==> src/rtl/count_pkg.sv <==
// Shared types and constants for the counter and its downstream consumers.
//   CNT_W     : counter / compare width
//   CMP_NUM   : default number of compare registers
//   IDX_W     : comparator index width
//   evt_t     : logged match event {comparator index, count}
//   lowest_idx: index of the lowest set bit of a comparator vector
package count_pkg;

  localparam int unsigned CNT_W   = 8;
  localparam int unsigned CMP_NUM = 2;
  localparam int unsigned IDX_W   = $clog2(CMP_NUM);

  typedef struct packed {
    logic [IDX_W-1:0] idx;
    logic [CNT_W-1:0] cnt;
  } evt_t;

  // Returns 0 when no bit is set; callers qualify with a reduction-or.
  function automatic logic [IDX_W-1:0] lowest_idx(input logic [CMP_NUM-1:0] vec);
    logic [IDX_W-1:0] idx;
    idx = '0;
    for (int i = int'(CMP_NUM) - 1; i >= 0; i--) begin
      if (vec[i]) idx = IDX_W'(i);
    end
    return idx;
  endfunction

endpackage

==> src/rtl/count_match_capture_if.sv <==
// Event stream port of count_match_capture.
//   evt_valid : head entry present
//   evt_ready : consumer accepts the head entry
//   evt_data  : head entry {idx, count}
// master drives valid/data, slave drives ready.
interface count_match_capture_if;
  import count_pkg::*;

  logic evt_valid;
  logic evt_ready;
  evt_t evt_data;

  modport master (output evt_valid, output evt_data, input evt_ready);
  modport slave  (input evt_valid, input evt_data, output evt_ready);
endinterface

==> src/rtl/sync_fifo.sv <==
// Single-clock FIFO with show-ahead read.
//   clk, reset : clock, synchronous active-high reset
//   push, din  : write request and data (ignored when full unless popping too)
//   pop        : read request (ignored when empty)
//   dout       : head entry, zero when empty
//   full/empty : occupancy flags
module sync_fifo #(
  parameter type         T     = logic,
  parameter int unsigned DEPTH = 4
) (
  input  logic clk,
  input  logic reset,
  input  logic push,
  input  T     din,
  input  logic pop,
  output T     dout,
  output logic full,
  output logic empty
);

  localparam int unsigned AW = $clog2(DEPTH);

  // Pointers carry an extra wrap bit to tell full from empty.
  logic [AW:0] wr_q, rd_q;
  T            mem_q [DEPTH];
  logic        do_push, do_pop;

  assign empty   = (wr_q == rd_q);
  assign full    = (wr_q[AW] != rd_q[AW]) && (wr_q[AW-1:0] == rd_q[AW-1:0]);
  assign do_pop  = pop & ~empty;
  // A full FIFO still accepts a write when the head leaves in the same cycle.
  assign do_push = push & (~full | do_pop);

  always_comb begin
    dout = '0;
    if (!empty) dout = mem_q[rd_q[AW-1:0]];
  end

  always_ff @(posedge clk) begin
    if (reset) begin
      wr_q <= '0;
      rd_q <= '0;
    end else begin
      if (do_push) wr_q <= wr_q + 1'b1;
      if (do_pop)  rd_q <= rd_q + 1'b1;
    end
  end

  always_ff @(posedge clk) begin
    if (do_push) mem_q[wr_q[AW-1:0]] <= din;
  end

endmodule

==> src/rtl/count_match_capture.sv <==
// Compares a live counter value against programmable compare registers, pulses match_o
// on each rising match and logs the lowest-index event {idx, count} into a FIFO.
//   clk, reset            : clock, synchronous active-high reset
//   count_in, count_vld   : counter value and its qualifier
//   cfg_we/sel/en/data    : compare register write port
//   match_o               : registered one-cycle match pulse per comparator
//   evt                   : event stream (valid/ready/data), master side
//   ovf, ovf_clr          : sticky drop flag and its clear
module count_match_capture
  import count_pkg::*;
#(
  parameter int unsigned WIDTH   = CNT_W,
  parameter int unsigned NUM_CMP = CMP_NUM,
  parameter int unsigned DEPTH   = 4
) (
  input  logic                       clk,
  input  logic                       reset,
  input  logic [WIDTH-1:0]           count_in,
  input  logic                       count_vld,
  input  logic                       cfg_we,
  input  logic [$clog2(NUM_CMP)-1:0] cfg_sel,
  input  logic                       cfg_en,
  input  logic [WIDTH-1:0]           cfg_data,
  output logic [NUM_CMP-1:0]         match_o,
  count_match_capture_if.master      evt,
  output logic                       ovf,
  input  logic                       ovf_clr
);

  logic [WIDTH-1:0]   cmp_q [NUM_CMP];
  logic [NUM_CMP-1:0] cmp_en_q, match_prev_q, match_q;
  logic [NUM_CMP-1:0] hit, ev;
  logic               ovf_q, ovf_d;
  logic               push, drop, fifo_full, fifo_empty;
  evt_t               push_evt, head_evt;

  always_comb begin
    hit = '0;
    for (int i = 0; i < int'(NUM_CMP); i++) begin
      hit[i] = count_vld & cmp_en_q[i] & (count_in == cmp_q[i]);
    end
    // Rising edge only, so a held counter logs a single event.
    ev = hit & ~match_prev_q;
  end

  // Only the lowest firing comparator is logged; the rest are not counted as drops.
  assign push         = |ev;
  assign push_evt.idx = lowest_idx(ev);
  assign push_evt.cnt = count_in;
  assign drop         = push & fifo_full & ~evt.evt_ready;

  always_comb begin
    ovf_d = ovf_q;
    if (ovf_clr) ovf_d = 1'b0;
    if (drop)    ovf_d = 1'b1;
  end

  always_ff @(posedge clk) begin
    if (reset) begin
      for (int i = 0; i < int'(NUM_CMP); i++) cmp_q[i] <= '0;
      cmp_en_q     <= '0;
      match_prev_q <= '0;
      match_q      <= '0;
      ovf_q        <= 1'b0;
    end else begin
      match_prev_q <= hit;
      match_q      <= ev;
      ovf_q        <= ovf_d;
      if (cfg_we) begin
        cmp_q[cfg_sel]        <= cfg_data;
        cmp_en_q[cfg_sel]     <= cfg_en;
        // Forget the old level so rewriting the live count fires again.
        match_prev_q[cfg_sel] <= 1'b0;
      end
    end
  end

  sync_fifo #(
    .T     (evt_t),
    .DEPTH (DEPTH)
  ) u_fifo (
    .clk   (clk),
    .reset (reset),
    .push  (push),
    .din   (push_evt),
    .pop   (evt.evt_ready),
    .dout  (head_evt),
    .full  (fifo_full),
    .empty (fifo_empty)
  );

  assign match_o       = match_q;
  assign ovf           = ovf_q;
  assign evt.evt_valid = ~fifo_empty;
  assign evt.evt_data  = head_evt;

endmodule

==> src/flat_wrapper.sv <==
// flat-port wrapper written by rule: the top's interface ports become plain ports
module count_match_capture_flat import count_pkg::*;
#(
  parameter int unsigned WIDTH   = CNT_W,
  parameter int unsigned NUM_CMP = CMP_NUM,
  parameter int unsigned DEPTH   = 4
)
  (clk, reset, count_in, count_vld, cfg_we, cfg_sel, cfg_en, cfg_data, match_o, ovf, ovf_clr, evt_evt_valid, evt_evt_data, evt_evt_ready);
  count_match_capture_if evt_i ();
  input  logic clk;
  input  logic reset;
  input  logic [WIDTH-1:0] count_in;
  input  logic count_vld;
  input  logic cfg_we;
  input  logic [$clog2(NUM_CMP)-1:0] cfg_sel;
  input  logic cfg_en;
  input  logic [WIDTH-1:0] cfg_data;
  output logic [NUM_CMP-1:0] match_o;
  output logic ovf;
  input  logic ovf_clr;
  output wire logic [$bits(evt_i.evt_valid)-1:0] evt_evt_valid;
  output wire logic [$bits(evt_i.evt_data)-1:0] evt_evt_data;
  input wire logic [$bits(evt_i.evt_ready)-1:0] evt_evt_ready;
  assign evt_evt_valid = evt_i.evt_valid;
  assign evt_evt_data = evt_i.evt_data;
  assign evt_i.evt_ready = evt_evt_ready;
  count_match_capture #(.WIDTH(WIDTH), .NUM_CMP(NUM_CMP), .DEPTH(DEPTH)) u_core (.clk(clk), .reset(reset), .count_in(count_in), .count_vld(count_vld), .cfg_we(cfg_we), .cfg_sel(cfg_sel), .cfg_en(cfg_en), .cfg_data(cfg_data), .match_o(match_o), .evt(evt_i), .ovf(ovf), .ovf_clr(ovf_clr));
endmodule
==> config.mk <==
export PLATFORM = sky130hd
export DESIGN_NAME = count_match_capture_flat
export DESIGN_NICKNAME = d
export VERILOG_FILES = /design/src/rtl/count_pkg.sv /design/src/rtl/count_match_capture_if.sv /design/src/rtl/sync_fifo.sv /design/src/rtl/count_match_capture.sv /design/src/flat_wrapper.sv
export SDC_FILE = /design/constraint.sdc
export NUM_CORES = 1
export LEC_CHECK = 0
export ABC_AREA = 1
export BUFFER_PORTS_ARGS = -buffer_cell sky130_fd_sc_hd__buf_2
export CAP_MARGIN = 10
export CORE_MARGIN = 1.5
export CORE_UTILIZATION = 62
export DETAILED_ROUTE_END_ITERATION = 7
export GPL_ROUTABILITY_DRIVEN = 0
export GPL_TIMING_DRIVEN = 0
export PLACE_DENSITY_LB_ADDON = 0.15
export SLEW_MARGIN = 40
export SYNTH_ARGS = -nofsm -noshare
export SYNTH_HDL_FRONTEND = slang
export SYNTH_SLANG_ARGS = --single-unit
==> constraint.sdc <==
create_clock -name clk -period 4.7 [get_ports clk]
set_input_delay 0.235 -clock clk [delete_from_list [all_inputs] [get_ports clk]]
set_output_delay 0.235 -clock clk [all_outputs]
set_load 0.05 [all_outputs]
==> flow_metrics.env <==
export IMPL_cts_resized=0
export IMPL_postCtsHoldBufs=0
export IMPL_cp_end_kind="flop"
export IMPL_synth_enable_flop_cells=52
export IMPL_area_growth_pct=14.9
export IMPL_clkTransAtPathRegs_ns=0.07
export IMPL_grt_start_max_net_pins=12
export IMPL_relSlewSlack_pct=46.8
export IMPL_numCtsBuffers=9
export IMPL_setup_viol=0
export IMPL_fin_crit_ns=2.29
export IMPL_ys_ff_latch=67
export IMPL_totalWireLength_um=6260
export IMPL_power_frac_comb_pct=13.8
export IMPL_initial_core_util_pct=65.7
export IMPL_peakVddDrop_mv=0.333
export IMPL_postSynthAreaPerCell_um2=9.02
export IMPL_critPathMaxFanout=9
export IMPL_synth_largest_area_cell="edfxtp_1"
export IMPL_die_h_um=74.7
export IMPL_critPathRequiredTime_ns=4.67
export IMPL_min_path_type="in -> reg"
export IMPL_multiInputGateArea_um2=1060
export IMPL_die_w_um=74.7
export IMPL_fp_dieArea_um2=5580
export IMPL_yosysSeqAreaShare_pct=58.4
export IMPL_layout_cells_non_filler=472
export IMPL_finalCritPeriodShare_pct=48.8
export IMPL_htreeDepth=3
export IMPL_max_cap_violations=0
export IMPL_pin_count=37
export IMPL_floorplan_core_area_um2=4850
export IMPL_rsz0062_at_grt="no"
export IMPL_syn_nets=382
export IMPL_async_flop_share_pct=0
export IMPL_antenna_found_initial=0
export IMPL_cts_setup_buffers=0
export IMPL_p_per_area_nw_per_um2=370
export IMPL_clock_power_share_pct=37.2
export IMPL_hold_viol=0
export IMPL_grt_usage_pct=24.4
export IMPL_grt_pass1_vias=2207
export IMPL_tightest_slew_ns=0.795
export IMPL_port_buffers=36
export IMPL_report_final_slew_viol_count=0
export IMPL_routed_via_density=5.09
export IMPL_cp_cell_sequence="inv_1 > nand2_1 > nand2_1 > nor2_1 > nand2_1 > nor2_2 > nand3_1 > nand2_2 > nand2_2 > nor2_1"
export IMPL_switching_power_mw=0.354
export IMPL_synthesis_area_um2=3190
export IMPL_wl_per_cell_um=13.3
export IMPL_fin_setup_tns_ns=0
export IMPL_cts_sinks=67
export IMPL_p_int_mw=1.00
export IMPL_synth_common_cells="nand2_1, nor2_1, edfxtp_1, inv_1, dfxtp_1"
export IMPL_cpMaxStageDelayCell="nor2_1"
export IMPL_detail_route_antenna_nets=0
export IMPL_layout_nets=429
export IMPL_diodes=0
export IMPL_clock_latency_ns=0.34
export IMPL_yosysMostFrequentCell="nand2_1"
export IMPL_critPathMaxStageDelay_ns=0.62
export IMPL_power_frac_seq_pct=49.0
export IMPL_ys_types=29
export IMPL_drt_iter0_drc=177
export IMPL_swShare_pct=26.1
export IMPL_hpwl_um=4280
export IMPL_cp_start_kind="flop"
export IMPL_p_leak_nw=1.71
export IMPL_status="complete, no violations"
export IMPL_ff_latch_area_um2=1860
export IMPL_n_fill_cell=360
export IMPL_ys_warn_count=0
export IMPL_arrival_ns=2.26
export IMPL_cts_path_max_buffers=2
export IMPL_drtPass1Iterations=4
export IMPL_total_power_mw=1.36
export IMPL_via_count=2404
export IMPL_grt_pass1_wl_um=9760
export IMPL_grt_overflow=0
export IMPL_path_class="reg -> reg"
export IMPL_hold_worst_slack_ns=0.152
export IMPL_crit_top_cell="nand2_1"
export IMPL_drive_above_1_share_pct=22.0
export IMPL_cts_tree="done"
export IMPL_netlist_instances=353
export IMPL_fmax_mhz=436
export IMPL_num_rows=25
export IMPL_cts_root_buffer="clkbuf_8"
export IMPL_yosys_most_used_dff="edfxtp_1"
export IMPL_clock_skew_ns=0.00651
export IMPL_dp_cells=456
export IMPL_drcViolationCount=0
export IMPL_synth_area_leaders="edfxtp_1, nand2_1, dfxtp_1"
export IMPL_synth_top_area_share_pct=49.0
stage by stage:
step / setup slack (ns) / instance area, um2 / util (%)
after detailed placement: 2.37 / 3450 / 71.1
after floorplan: 2.90 / 3190 / -
after global placement: 2.43 / 3450 / 71.1
after global routing: 2.23 / 3660 / 75.5
final: 2.41 / 3660 / 75.5
after CTS: 2.37 / 3660 / 75.4
routing by layer:
layer / vias up / GRT usage, % / routed length, um
li1: 1227 / - / -
met1: 1099 / 29.2 / 2660
met2: 67 / 41.6 / 3200
met3: 11 / 4.55 / 307
met4: 0 / 14.3 / 89
met5: - / 0 / 0
final timing paths:
check,depth (start not counted),startpoint,slack [ns],endpoint
max,10,u_core.cmp_q[1][5]$_SDFFCE_PN0P_,2.41,u_core.u_fifo.mem_q[0][5]$_DFFE_PP_
min,4,ovf_clr,0.15,u_core.ovf$_SDFFE_PP0P_
max reg2reg,10,u_core.cmp_q[1][5]$_SDFFCE_PN0P_,2.41,u_core.u_fifo.mem_q[0][5]$_DFFE_PP_
min reg2reg,2,u_core.ovf$_SDFFE_PP0P_,0.48,u_core.ovf$_SDFFE_PP0P_
state kept, by name, summed over array words and instances (netlist names), named ones only:
name	count
u_core.u_fifo.mem_q	36
u_core.match_o	2
u_core.match_prev_q	2
u_core.cmp_q	16
u_core.u_fifo.wr_q	3
u_core.ovf	1
u_core.cmp_en_q	2
u_core.u_fifo.rd_q	3
cells in the final DEF (no fill, tap or decap), types with 2 or more instances in the layout:
| master | instances |
|---|---|
| inv_2 | 9 |
| dfxtp_1 | 15 |
| ha_1 | 5 |
| clkinv_2 | 3 |
| nor2_1 | 66 |
| o32ai_1 | 9 |
| bufinv_16 | 2 |
| inv_1 | 47 |
| nor2_2 | 5 |
| xor2_1 | 3 |
| o21ai_0 | 12 |
| nand2_1 | 81 |
| clkinv_1 | 3 |
| buf_4 | 3 |
| a21oi_2 | 2 |
| clkbuf_8 | 9 |
| edfxtp_1 | 52 |
| nand3_1 | 12 |
| nand3_2 | 2 |
| nand2_2 | 11 |
| a21oi_1 | 5 |
| buf_2 | 39 |
power by group through the flow:
| stage | sequential [mW] | clock (mW) | combinational [mW] |
|---|---|---|---|
| after floorplan | 0.674 | 0 | 0.136 |
| after global placement | 0.675 | 0 | 0.181 |
| after detailed placement | 0.676 | 0 | 0.186 |
| after CTS | 0.664 | 0.507 | 0.188 |
| after global routing | 0.665 | 0.529 | 0.207 |
| final | 0.664 | 0.504 | 0.188 |
layout make-up:
cell class,instances,share of cell area [%]
well taps,67,2.29
clock inverters,7,2.26
flip-flops and latches,67,50.9
multi-input cells,220,29.0
inverters,58,6.02
plain buffers,8,1.23
clock buffers,9,3.38
repair buffers,36,4.92
critical path, delay by kind of cell, from the launching register on:
kind | cells | cell delay [ns]
buffers and inverters | 1 | 0.05
AND/OR/NAND/NOR | 9 | 1.50
flip-flops | 1 | 0.37
logic make-up (layout without fill, tap and decap cells):
family          after synthesis  after routing  synth area share [%]
xor+xnor                      3              3                 0.825
flops                        67             67                  58.4
buf+inv                      66            118                  8.33
simple gates                181            181                  23.8
fa+ha+maj                     5              5                  1.96
compound gates               31             31                  6.68
Power figures use the tool's default switching activity.
